===== config.mk =====
export PLATFORM = sky130hd
export DESIGN_NAME = mem_access
export DESIGN_NICKNAME = d
export VERILOG_FILES = /design/src/rtl/mem_access.sv
export SDC_FILE = /design/constraint.sdc
export NUM_CORES = 1
export LEC_CHECK = 0
export ABC_AREA = 0
export BUFFER_PORTS_ARGS = -buffer_cell sky130_fd_sc_hd__buf_2
export CORE_ASPECT_RATIO = 1.75
export CORE_UTILIZATION = 48
export DETAILED_ROUTE_END_ITERATION = 10
export GPL_TIMING_DRIVEN = 0
export PLACE_DENSITY = 0.84
export SKIP_LAST_GASP = 1
export SLEW_MARGIN = 20
export SYNTH_ARGS = -nofsm -noshare
export SYNTH_HDL_FRONTEND = slang
export SYNTH_SLANG_ARGS = --single-unit

===== constraint.sdc =====
create_clock -name clk -period 4.7 [get_ports clk]
set_clock_uncertainty 0.1 [all_clocks]
set_input_delay 0.235 -clock clk [delete_from_list [all_inputs] [get_ports clk]]
set_output_delay 0.235 -clock clk [all_outputs]
set_load 0.05 [all_outputs]

===== src/rtl/mem_access.sv =====
// mem_access: MEM-stage data-memory access unit (loads/stores over a req/ack bus).
// Latency: ALU/NOP ops pass through combinationally; loads/stores take IDLE+BUSY(n)+DONE cycles.
// Backpressure: stallreq holds upstream stages until the bus access completes or times out.
// Optional: define ALIGN_CHECK_EN to reject misaligned accesses and expose the misalign port.
module mem_access #(
  parameter int TIMEOUT_CYCLES = 255,
  parameter int TO_W           = 8
) (
  input  logic        clk,
  input  logic        rst,
  input  logic [4:0]  mem_wd,
  input  logic        mem_wreg,
  input  logic [31:0] mem_wdata,
  input  logic [3:0]  mem_op,
  input  logic [31:0] mem_addr,
  input  logic [31:0] mem_sdata,
  output logic        bus_req,
  output logic        bus_we,
  output logic [31:0] bus_addr,
  output logic [3:0]  bus_sel,
  output logic [31:0] bus_wdata,
  input  logic [31:0] bus_rdata,
  input  logic        bus_ack,
  output logic [4:0]  wb_wd,
  output logic        wb_wreg,
  output logic [31:0] wb_wdata,
  output logic        stallreq,
`ifdef ALIGN_CHECK_EN
  output logic        misalign,
`endif
  output logic        bus_err
);

  localparam logic [3:0] OP_LB  = 4'd1;
  localparam logic [3:0] OP_LBU = 4'd2;
  localparam logic [3:0] OP_LH  = 4'd3;
  localparam logic [3:0] OP_LHU = 4'd4;
  localparam logic [3:0] OP_LW  = 4'd5;
  localparam logic [3:0] OP_SB  = 4'd6;
  localparam logic [3:0] OP_SH  = 4'd7;
  localparam logic [3:0] OP_SW  = 4'd8;

  // Last counter value before the access is abandoned.
  localparam logic [TO_W-1:0] TO_LAST = TO_W'((TIMEOUT_CYCLES > 0) ? TIMEOUT_CYCLES - 1 : 0);

  typedef enum logic [1:0] {IDLE, BUSY, DONE} state_t;

  state_t            state, state_nxt;
  logic [TO_W-1:0]   to_cnt;
  logic [31:0]       cap;
  logic              aborted;

  logic              is_load, is_store, is_mem;
  logic              sz_byte, sz_half, sz_word;
  logic              mis;
  logic              to_hit;
  logic [3:0]        sel_nxt;
  logic [31:0]       wdata_nxt;
  logic [7:0]        ld_byte;
  logic [15:0]       ld_half;
  logic [31:0]       ld_val;

  // Decode access class and size from the op code; unknown codes fall out as NOP.
  always_comb begin
    is_load  = (mem_op >= OP_LB) && (mem_op <= OP_LW);
    is_store = (mem_op >= OP_SB) && (mem_op <= OP_SW);
    is_mem   = is_load || is_store;
    sz_byte  = (mem_op == OP_LB) || (mem_op == OP_LBU) || (mem_op == OP_SB);
    sz_half  = (mem_op == OP_LH) || (mem_op == OP_LHU) || (mem_op == OP_SH);
    sz_word  = (mem_op == OP_LW) || (mem_op == OP_SW);
  end

`ifdef ALIGN_CHECK_EN
  assign mis      = (sz_half && mem_addr[0]) || (sz_word && (mem_addr[1:0] != 2'b00));
  assign misalign = !rst && (state == IDLE) && mis;
`else
  // Illegal low address bits are simply ignored by the lane logic below.
  assign mis = 1'b0;
`endif

  assign to_hit = (TIMEOUT_CYCLES != 0) && (to_cnt == TO_LAST);

  // Big-endian lane select and lane-replicated store data for the request.
  always_comb begin
    sel_nxt   = 4'b1111;
    wdata_nxt = mem_sdata;
    if (sz_byte) begin
      sel_nxt   = 4'b1000 >> mem_addr[1:0];
      wdata_nxt = {4{mem_sdata[7:0]}};
    end else if (sz_half) begin
      sel_nxt   = mem_addr[1] ? 4'b0011 : 4'b1100;
      wdata_nxt = {2{mem_sdata[15:0]}};
    end
  end

  // Extract and extend the loaded value from the captured bus word.
  always_comb begin
    case (mem_addr[1:0])
      2'd0:    ld_byte = cap[31:24];
      2'd1:    ld_byte = cap[23:16];
      2'd2:    ld_byte = cap[15:8];
      default: ld_byte = cap[7:0];
    endcase
    ld_half = mem_addr[1] ? cap[15:0] : cap[31:16];
    case (mem_op)
      OP_LB:   ld_val = {{24{ld_byte[7]}}, ld_byte};
      OP_LBU:  ld_val = {24'd0, ld_byte};
      OP_LH:   ld_val = {{16{ld_half[15]}}, ld_half};
      OP_LHU:  ld_val = {16'd0, ld_half};
      default: ld_val = cap;
    endcase
  end

  // State register.
  always_ff @(posedge clk or posedge rst) begin
    if (rst) state <= IDLE;
    else     state <= state_nxt;
  end

  // Next-state: start on an accepted memory op, finish on ack or timeout, DONE lasts one cycle.
  always_comb begin
    state_nxt = state;
    case (state)
      IDLE:    if (is_mem && !mis) state_nxt = BUSY;
      BUSY:    if (bus_ack || to_hit) state_nxt = DONE;
      DONE:    state_nxt = IDLE;
      default: state_nxt = IDLE;
    endcase
  end

  // Outputs: pass-through in IDLE, bubble while stalled, final load/store result in DONE.
  always_comb begin
    wb_wd    = mem_wd;
    wb_wreg  = mem_wreg;
    wb_wdata = mem_wdata;
    stallreq = 1'b0;
    if (rst) begin
      wb_wd    = 5'd0;
      wb_wreg  = 1'b0;
      wb_wdata = 32'd0;
    end else begin
      case (state)
        IDLE: begin
          if (is_mem) begin
            wb_wreg  = 1'b0;
            stallreq = !mis;
          end
        end
        BUSY: begin
          wb_wreg  = 1'b0;
          stallreq = 1'b1;
        end
        DONE: begin
          if (is_load && !aborted) begin
            wb_wdata = ld_val;
          end else begin
            wb_wreg  = 1'b0;
          end
        end
        default: wb_wreg = 1'b0;
      endcase
    end
  end

  // Bus request registers, timeout counter, read capture and error pulse.
  always_ff @(posedge clk or posedge rst) begin
    if (rst) begin
      bus_req   <= 1'b0;
      bus_we    <= 1'b0;
      bus_addr  <= 32'd0;
      bus_sel   <= 4'd0;
      bus_wdata <= 32'd0;
      to_cnt    <= '0;
      cap       <= 32'd0;
      aborted   <= 1'b0;
      bus_err   <= 1'b0;
    end else begin
      bus_err <= 1'b0;
      case (state)
        IDLE: begin
          to_cnt <= '0;
          if (is_mem && !mis) begin
            bus_req   <= 1'b1;
            bus_we    <= is_store;
            bus_addr  <= {mem_addr[31:2], 2'b00};
            bus_sel   <= sel_nxt;
            bus_wdata <= wdata_nxt;
            aborted   <= 1'b0;
          end
        end
        BUSY: begin
          to_cnt <= to_cnt + 1'b1;
          if (bus_ack) begin
            cap     <= bus_rdata;
            bus_req <= 1'b0;
            bus_we  <= 1'b0;
          end else if (to_hit) begin
            cap     <= 32'd0;
            aborted <= 1'b1;
            bus_err <= 1'b1;
            bus_req <= 1'b0;
            bus_we  <= 1'b0;
          end
        end
        default: ;
      endcase
    end
  end

endmodule

==> flow_metrics.env, run 1 <==
export IMPL_status="finished clean"
export IMPL_synth_edf_count=0
export IMPL_ys_warn_count=0
export IMPL_powerDensity_nw_per_um2=635
export IMPL_dieHeight_um=147
export IMPL_worst_path_buf_inv=6
export IMPL_timing_slew_headroom=0.443
export IMPL_final_cell_mix="buf_2 (260), nand2_1 (177), dfrtp_1 (112)"
export IMPL_nNetsFinal=1078
export IMPL_gr_total_overflow=0
export IMPL_syn_to_final_growth_pct=38.3
export IMPL_start_util=0.498
export IMPL_synth_seq_cells=112
export IMPL_async_flop_share=1.00
export IMPL_fillers=902
export IMPL_cts_path_max_buffers=2
export IMPL_yosysTopAreaCell="dfrtp_1"
export IMPL_first_pass_iters=5
export IMPL_synthFlopType="dfrtp_1"
export IMPL_first_iter_violations=464
export IMPL_final_antenna_net_count=0
export IMPL_synth_seq_area_share=0.483
export IMPL_synth_area_top_cells="dfrtp_1 (48%), nand2_1 (11%), a22o_1 (5.7%), o21ai_0 (4.7%), mux2i_1 (4.5%)"
export IMPL_endpoint_kind="output port"
export IMPL_grt_pass1_wl_um=31100
export IMPL_cp_top_family="buffers and inverters"
export IMPL_hpwlAfterDp_um=14300
export IMPL_crit_arrival_ns=3.22
export IMPL_grt_pass1_vias=5977
export IMPL_die_area_um2=12500
export IMPL_rows=52
export IMPL_drcViolationCount=0
export IMPL_fin_crit_ns=3.56
export IMPL_critPathLaunchType="primary input"
export IMPL_clk_latency_ns=0.35
export IMPL_synthesis_area_um2=5800
export IMPL_worstHoldPathType="in -> reg"
export IMPL_root_buffer="clkbuf_16"
export IMPL_drive_gt1_frac=0.323
export IMPL_cp_slowest_cell="dlygate4sd3_1"
export IMPL_crit_top_cell="buf_2"
export IMPL_finalSetupViolCount=0
export IMPL_finalHoldViolCount=0
export IMPL_final_common_cell="buf_2"
export IMPL_clkTransAtPathRegs_ns=0.08
export IMPL_drv_cap=0
export IMPL_crit_path_max_incr_delay_ns=0.54
export IMPL_tns_ns=0
export IMPL_place_area_um2=7240
export IMPL_yosysUniqueCellTypes=57
export IMPL_htreeDepth=3
export IMPL_antenna_found_initial=1
export IMPL_fmax_mhz=281
export IMPL_place_congestion=0.933
export IMPL_crit_required_ns=4.37
export IMPL_synth_top_cell_area_share=0.483
export IMPL_ios=251
export IMPL_cts_sinks=112
export IMPL_wl_per_cell_um=18.7
export IMPL_routed_via_density=5.69
export IMPL_core_area_um2=11600
export IMPL_grt_max_degree=68
export IMPL_critPathKind="in -> out"
export IMPL_numCtsBuffers=9
export IMPL_postSynthAreaPerCell_um2=9.23
export IMPL_cts_setup_buffers=0
export IMPL_maxSlewViolCount=0
export IMPL_grt_setup_unrepaired="false"
export IMPL_io_buffer_count=247
export IMPL_crit_path_max_fanout=67
export IMPL_max_vdd_ir_drop_mv=0.385
export IMPL_worstMarginPinSlew_ns=0.835
export IMPL_crit_chain="dlygate4sd3_1 > buf_2 > inv_6 > buf_16 > o41a_1 > clkbuf_1 > nand2_1 > o21ai_0 > buf_2"
export IMPL_routed_via_count=6124
export IMPL_synth_cells=628
export IMPL_p_leak_uw=0.00413
export IMPL_cts_tree="done"
export IMPL_die_w_um=85.1
export IMPL_grtUsageTotal=0.326
export IMPL_stdcell_area_um2=8020
export IMPL_fin_crit_sh=0.757
export IMPL_wirelength_um=20100
[cell families after synthesis]
kind of cell               count (synthesis)  synth area share
and+or+nand+nor                          263             0.195
adders and majority gates                  2           0.00432
xor gates and xnor gates                   1           0.00151
muxes                                     35            0.0779
other                                      1          0.000647
buffers and inverters                     54            0.0483
AOI/OAI and AO/OA                        160             0.189
DFF                                      112             0.483
[area by class of cell]
type	count	area, µm²	share of cell area
diodes	1	2.50	0.000312
plain buffers	48	258	0.0322
clock buffers	10	229	0.0286
clock inverters	6	75.1	0.00936
inverters	6	27.5	0.00343
multi-input cells	463	2720	0.339
flip-flops and latches	112	2800	0.350
well taps	135	169	0.0211
repair buffers	295	1730	0.216
[stage by stage]
stage	utilization	hold WS [ns]	cells	setup WS (ns)	power (µW)
floorplan	-	0.219	629	0.420	3540
global placement	0.619	0.324	1011	-0.906	4190
detailed placement	0.622	0.327	1012	1.77	4240
CTS	0.686	0.000482	1072	1.20	5070
global route	0.688	0.00340	1075	0.775	5330
finish	0.688	0.00801	1076	1.14	5090
[Yosys cell counts (9+ instances only)]
cell type  count
nor2b_1        9
nand2_1      177
nand3_1       14
a21oi_1       16
buf_2         13
o21ai_0       54
mux2i_1       26
nor2_1        27
a22o_1        38
clkbuf_1      23
dfrtp_1      112
[where the power goes]
group / switching (µW) / internal [µW] / total (µW)
sequential: 328 / 1390 / 1720
clock: 369 / 422 / 791
combinational: 1860 / 723 / 2580
[worst paths after layout]
kind	slack (ns)	endpoint	depth (start not counted)	from
setup / recovery	1.14	wb_wdata[18]	9	rst
max in group asynchronous	3.30	bus_req	4	rst
hold / removal	0.008	cap[21]	2	bus_rdata[21]
setup reg to reg	2.16	cap[11]	7	to_cnt[0]
min in group asynchronous	0.52	to_cnt[7]	3	rst
hold reg to reg	0.37	bus_addr[31]	2	bus_addr[31]
[state kept, by name, summed over array words and instances, names as in the netlist]
signal and cells:
bus_req 1, bus_addr 30, bus_sel 4, state 2
cap 32, bus_we 1, bus_wdata 32, to_cnt 8
aborted 1, bus_err 1
[metal layers]
layer,wire (µm),GRT usage,vias up
met3,1450,0.0787,74
met4,1170,0.187,0
li1,-,-,2815
met2,10500,0.585,359
met1,6980,0.340,2876
met5,0,0,-
[timing repair]
item	in CTS	in global routing
endpoints found under the hold margin	105	3
hold buffers	44	3
gates resized for setup	0	0
(Power assumes the default switching activity.)
==> run 2, diff against run 1 <==
Settings changed: ABC_AREA 0 to 1, CORE_UTILIZATION 48 to 49.
Clock period 4.7 ns to 3.3 ns, I/O delays scaled along.
==> run 2 against run 1 <==
Via count up 21%; hold slack improved by 0.016 ns; total power is 44% higher; setup slack worse by 0.49 ns; combinational power up 48%; sequential power increased by 38%; core utilization increased by 1.4 points; synthesized cell count grew 46%; critical endpoint is now wb_wdata[28].
==> flow_metrics.env, run 2 <==
export IMPL_place_area_um2=7760
export IMPL_clkTransAtPathRegs_ns=0.08
export IMPL_start_util=0.502
export IMPL_cts_path_max_buffers=2
export IMPL_reg2reg_slack_ns=1.03
export IMPL_reg2reg_depth=5
export IMPL_powerDensity_nw_per_um2=836
export IMPL_clk_latency_ns=0.36
export IMPL_synth_common_cells="nand2_1 (328), dfrtp_1 (112), nor2_1 (87), o21ai_0 (85), inv_1 (83)"
export IMPL_grt_setup_unrepaired="false"
export IMPL_synthFlopType="dfrtp_1"
export IMPL_wl_per_cell_um=15.5
export IMPL_cts_tree="done"
export IMPL_drcViolationCount=0
export IMPL_crit_path_max_fanout=10
export IMPL_worst_path_buf_inv=4
export IMPL_syn_to_final_growth_pct=39.9
export IMPL_crit_top_cell="inv_2"
export IMPL_max_vdd_ir_drop_mv=0.649
export IMPL_grt_pass1_wl_um=33500
export IMPL_holdPathStages=5
export IMPL_worstMarginPinSlew_ns=0.767
export IMPL_htreeDepth=3
export IMPL_nNetsFinal=1393
export IMPL_place_congestion=0.967
export IMPL_synth_area_top_cells="dfrtp_1 (45%), nand2_1 (20%), o21ai_0 (6.8%), a21oi_1 (6.2%), nor2_1 (5.2%)"
export IMPL_routed_via_density=5.22
export IMPL_first_pass_iters=5
export IMPL_first_iter_violations=409
export IMPL_yosysTopAreaCell="dfrtp_1"
export IMPL_synth_seq_cells=112
export IMPL_rr_endpoint="cap[18]"
export IMPL_tns_ns=0
export IMPL_stdcell_count=1424
export IMPL_grt_max_degree=88
export IMPL_fmax_mhz=377
export IMPL_antenna_found_initial=1
export IMPL_critPathKind="reg -> out"
export IMPL_drive_gt1_frac=0.249
export IMPL_finalHoldViolCount=0
export IMPL_synth_edf_count=0
export IMPL_routed_via_count=7437
export IMPL_final_antenna_net_count=0
export IMPL_timing_slew_headroom=0.487
export IMPL_dp_cells=1337
export IMPL_synth_cells=920
export IMPL_post_synth_top_count_cell="nand2_1"
export IMPL_gr_total_overflow=0
export IMPL_hp_start="mem_sdata[16]"
export IMPL_root_buffer="clkbuf_16"
export IMPL_reg2reg_from="state[1]"
export IMPL_p_leak_uw=0.00487
export IMPL_die_w_um=87.6
export IMPL_ys_warn_count=0
export IMPL_cp_top_family="buffers and inverters"
export IMPL_pre_cts_ws_ns=1.04
export IMPL_fin_crit_ns=2.65
export IMPL_crit_chain="inv_2 > nor3_1 > nand2_2 > inv_2 > clkbuf_1 > o21ai_0 > a21oi_1 > buf_2"
export IMPL_postSynthAreaPerCell_um2=6.82
export IMPL_die_area_um2=13300
export IMPL_crit_required_ns=3.03
export IMPL_numCtsBuffers=9
export IMPL_wirelength_um=22100
export IMPL_core_area_um2=12500
export IMPL_cp_slowest_cell="clkbuf_1"
export IMPL_status="finished clean"
export IMPL_cts_setup_buffers=0
export IMPL_ios=251
export IMPL_top_regs="bus_wdata (32), cap (32), bus_addr (30)"
export IMPL_critPathLaunchType="register"
export IMPL_maxSlewViolCount=0
export IMPL_hold_end="bus_wdata[16]"
export IMPL_dieHeight_um=152
export IMPL_cts_sinks=112
export IMPL_grtUsageTotal=0.334
export IMPL_hpwlAfterDp_um=15500
export IMPL_fin_crit_sh=0.803
export IMPL_async_flop_share=1.00
export IMPL_final_common_cell="nand2_1"
export IMPL_finalSetupViolCount=0
export IMPL_rows=54
export IMPL_worst_slack_ns=0.649
export IMPL_synthesis_area_um2=6280
export IMPL_synth_top_cell_area_share=0.446
export IMPL_stdcell_area_um2=8780
export IMPL_grt_pass1_vias=7069
export IMPL_worstHoldPathType="in -> reg"
export IMPL_yosysUniqueCellTypes=27
export IMPL_final_cell_mix="nand2_1 (328), buf_2 (264), dfrtp_1 (112)"
export IMPL_endpoint_kind="output port"
export IMPL_crit_arrival_ns=2.39
export IMPL_crit_path_max_incr_delay_ns=0.44
export IMPL_drv_cap=0
export IMPL_synth_seq_area_share=0.446
export IMPL_io_buffer_count=247
-- run 2: cell count changes in the layout (fill, tap and decap cells not counted), sizes merged, moves of 9 or more --
cell         previous run  this run
nor2b                   9         0
a21oi                  20        78
a22o                   38         0
dlygate4sd3            47        70
inv                     7        94
mux2i                  26         0
nor2                   27        91
nand2                 177       333
o21ai                  59        85
nand3                  14        65
-- run 2: how the worst max path moves through the flow --
stage,startpoint,to,slack [ns],depth (start not counted)
4_1_cts,state[1],wb_wdata[26],0.75,8
6_report,state[1],wb_wdata[28],0.65,8
3_3_place_gp,rst,wb_wdata[23],0.33,6
2_1_floorplan,rst,wb_wdata[22],0.74,4
3_5_place_dp,mem_addr[1],wb_wdata[29],1.04,11
5_1_grt,state[1],wb_wdata[28],0.47,8
-- run 2: kinds of logic (layout without fill, tap and decap cells) --
group / count (synthesis) / count (layout) / synth area share
buffers and inverters: 140 / 474 / 0.0945
AOI/OAI and AO/OA: 165 / 165 / 0.132
other: 1 / 3 / 0.000597
DFF: 112 / 112 / 0.446
adders and majority gates: 2 / 2 / 0.00399
and+or+nand+nor: 500 / 500 / 0.323
-- run 2: worst min-delay path, cell delays in order --
cell	delay, ns
buf_2	0.07
inv_1	0.03
nand2_1	0.05
nand3_1	0.07
nand2_1	0.05
-- run 2: per-layer routing --
layer | vias to the layer above | wire length [µm] | GRT usage
li1 | 3551 | - | -
met1 | 3408 | 8030 | 0.356
met3 | 109 | 1200 | 0.0601
met4 | 0 | 1490 | 0.241
met2 | 369 | 11400 | 0.584
met5 | - | 0 | 0
-- run 2: what timing repair did --
item / 4_1_cts / 5_1_grt
gates resized for setup: 0 / 0
endpoints found under the setup margin: 0 / 0
hold buffers: 70 / 0
endpoints found under the hold margin: 70 / 0
-- run 2: through the flow --
step	total power (µW)	hold WS, ns	utilization
after CTS	7290	0.0153	0.702
after global routing	7730	0.0418	0.703
after floorplan	5030	0.175	-
after global placement	6000	0.258	0.619
after detailed placement	6060	0.261	0.621
final	7340	0.0245	0.703
-- run 2: cell type report --
| type | count | area, µm² |
|---|---|---|
| fill | 1030 | 3720 |
| multi-input combinational | 669 | 2890 |
| sequential | 112 | 2800 |
| timing repair buffer | 318 | 1960 |
| inverter | 92 | 345 |
| buffer | 48 | 258 |
| clock buffer | 10 | 239 |
| tap | 168 | 210 |
| clock inverter | 6 | 73.8 |
| antenna | 1 | 2.50 |
-- run 2: power breakdown --
part	internal [µW]	leakage, µW	switching (µW)
registers	1970	0.00136	396
clock network	623	0.000153	537
logic	930	0.00336	2880
total	3530	0.00487	3820
==> run 3, diff against run 2 <==
Settings changed: CORE_UTILIZATION 49 to 44, PLACE_DENSITY 0.84 to 0.8.
Clock period 3.3 ns to 2.4 ns, I/O delays scaled along.
==> run 3 against run 2 <==
Largest cell class unchanged; setup slack worse by 0.63 ns; flip-flop and latch count stayed put; clock power is 33% higher; via count is 1.9% lower; combinational power is 38% higher; final cell count is 1.8% higher; highest routed layer unchanged.
==> flow_metrics.env, run 3 (synthesized netlist as in run 2, its figures left out) <==
export IMPL_rr_endpoint="cap[12]"
export IMPL_wl_per_cell_um=15.3
export IMPL_critPathKind="reg -> out"
export IMPL_fin_crit_sh=0.992
export IMPL_cp_top_family="buffers and inverters"
export IMPL_nNetsFinal=1407
export IMPL_crit_arrival_ns=2.16
export IMPL_reg2reg_slack_ns=0.18
export IMPL_endpoint_kind="output port"
export IMPL_antenna_found_initial=3
export IMPL_first_iter_violations=345
export IMPL_finalHoldViolCount=0
export IMPL_drcViolationCount=0
export IMPL_crit_path_max_fanout=10
export IMPL_maxSlewViolCount=0
export IMPL_max_vdd_ir_drop_mv=1.02
export IMPL_wirelength_um=22200
export IMPL_grt_pass1_wl_um=34700
export IMPL_powerDensity_nw_per_um2=1120
export IMPL_fin_crit_ns=2.38
export IMPL_p_total_uw=10000
export IMPL_p_leak_uw=0.00493
export IMPL_cts_path_max_buffers=2
export IMPL_cts_tree="done"
export IMPL_htreeDepth=3
export IMPL_place_area_um2=7750
export IMPL_start_util=0.451
export IMPL_grt_pass1_vias=7261
export IMPL_worstMarginPinSlew_ns=0.653
export IMPL_grt_setup_unrepaired="true"
export IMPL_cts_sinks=112
export IMPL_crit_path_max_incr_delay_ns=0.40
export IMPL_cp_slowest_cell="dfrtp_1"
export IMPL_path_depth=8
export IMPL_drive_gt1_frac=0.250
export IMPL_reg2reg_from="state[0]"
export IMPL_io_buffer_count=247
export IMPL_fmax_mhz=420
export IMPL_root_buffer="clkbuf_16"
export IMPL_pre_cts_ws_ns=0.0618
export IMPL_final_common_cell="nand2_1"
export IMPL_top_regs="bus_wdata (32), cap (32), bus_addr (30)"
export IMPL_clkTransAtPathRegs_ns=0.09
export IMPL_grtUsageTotal=0.304
export IMPL_rows=57
export IMPL_final_core_util=0.643
export IMPL_die_w_um=92.3
export IMPL_hpwlAfterDp_um=15800
export IMPL_crit_chain="inv_2 > nor3_1 > nand2_2 > inv_2 > buf_2 > o21ai_0 > a21oi_1 > buf_2"
export IMPL_worstHoldPathType="in -> reg"
export IMPL_clk_latency_ns=0.36
export IMPL_place_congestion=0.942
export IMPL_finalSetupViolCount=0
export IMPL_critPathLaunchType="register"
export IMPL_timing_slew_headroom=0.565
export IMPL_numCtsBuffers=9
export IMPL_final_antenna_net_count=0
export IMPL_status="finished clean"
export IMPL_final_cell_mix="nand2_1 (328), buf_2 (258), dfrtp_1 (112)"
export IMPL_core_area_um2=13900
export IMPL_stdcell_count=1449
export IMPL_worstSetupStartpoint="state[1]"
export IMPL_grt_max_degree=122
export IMPL_dieHeight_um=160
export IMPL_stdcell_area_um2=8940
export IMPL_routed_via_count=7298
export IMPL_drv_cap=0
export IMPL_first_pass_iters=6
export IMPL_routed_via_density=5.04
export IMPL_dp_cells=1345
export IMPL_crit_required_ns=2.18
export IMPL_endpoint="wb_wdata[23]"
export IMPL_ios=251
export IMPL_gr_total_overflow=0
export IMPL_syn_to_final_growth_pct=42.4
export IMPL_die_area_um2=14800
export IMPL_reg2reg_depth=6
export IMPL_worst_slack_ns=0.0196
export IMPL_worst_path_buf_inv=4
run 3: worst min-delay path by stage:
stage	slack (ns)	cells after the start	startpoint	to
after detailed placement	0.22	3	mem_addr[12]	bus_addr[12]
after floorplan	0.13	2	mem_addr[10]	bus_addr[10]
after global routing	0.03	3	mem_sdata[0]	bus_wdata[0]
after CTS	0.01	3	mem_sdata[0]	bus_wdata[0]
final	0.01	5	mem_sdata[25]	bus_wdata[25]
after global placement	0.21	3	mem_addr[19]	bus_addr[19]
run 3: layer usage:
metal | GRT usage | up-vias | wire [µm]
met4 | 0.189 | 0 | 1390
met5 | 0 | - | 0
met3 | 0.0543 | 86 | 1180
met2 | 0.554 | 298 | 11900
met1 | 0.314 | 3333 | 7800
li1 | - | 3581 | -
run 3: timing repair:
| item | CTS | global route |
|---|---|---|
| endpoints found under the hold margin | 83 | 0 |
| gates resized for setup | 3 | 16 |
| setup endpoints to repair | 19 | 24 |
| pin swaps | 0 | 1 |
| hold buffers | 83 | 0 |
| setup buffers | 0 | 2 |
run 3: worst register-to-register path: stages, from the launching register on:
cell      delay, ns
dfrtp_1        0.39
inv_1          0.07
nor2_1         0.50
nand2_1        0.23
inv_1          0.22
clkbuf_1       0.39
o21ai_0        0.18
run 3: where the power goes:
group          internal, µW  switching, µW
combinational          1300           3940
clock                   740            803
sequential             2710            544
run 3: metrics by stage:
step / setup TNS (ns) / hold slack [ns]
2_1_floorplan: 0 / 0.130
3_5_place_dp: 0 / 0.219
3_3_place_gp: 0 / 0.213
5_1_grt: -0.277 / 0.0252
6_report: 0 / 0.0128
4_1_cts: 0 / 0.00967
run 3: area by class of cell:
type,instances,area (µm²)
flip-flops and latches,112,2800
well taps,177,221
fillers,1280,4970
repair buffers,332,2100
clock inverters,7,75.1
inverters,92,345
multi-input cells,669,2890
plain buffers,48,273
clock buffers,9,225
diodes,3,7.51
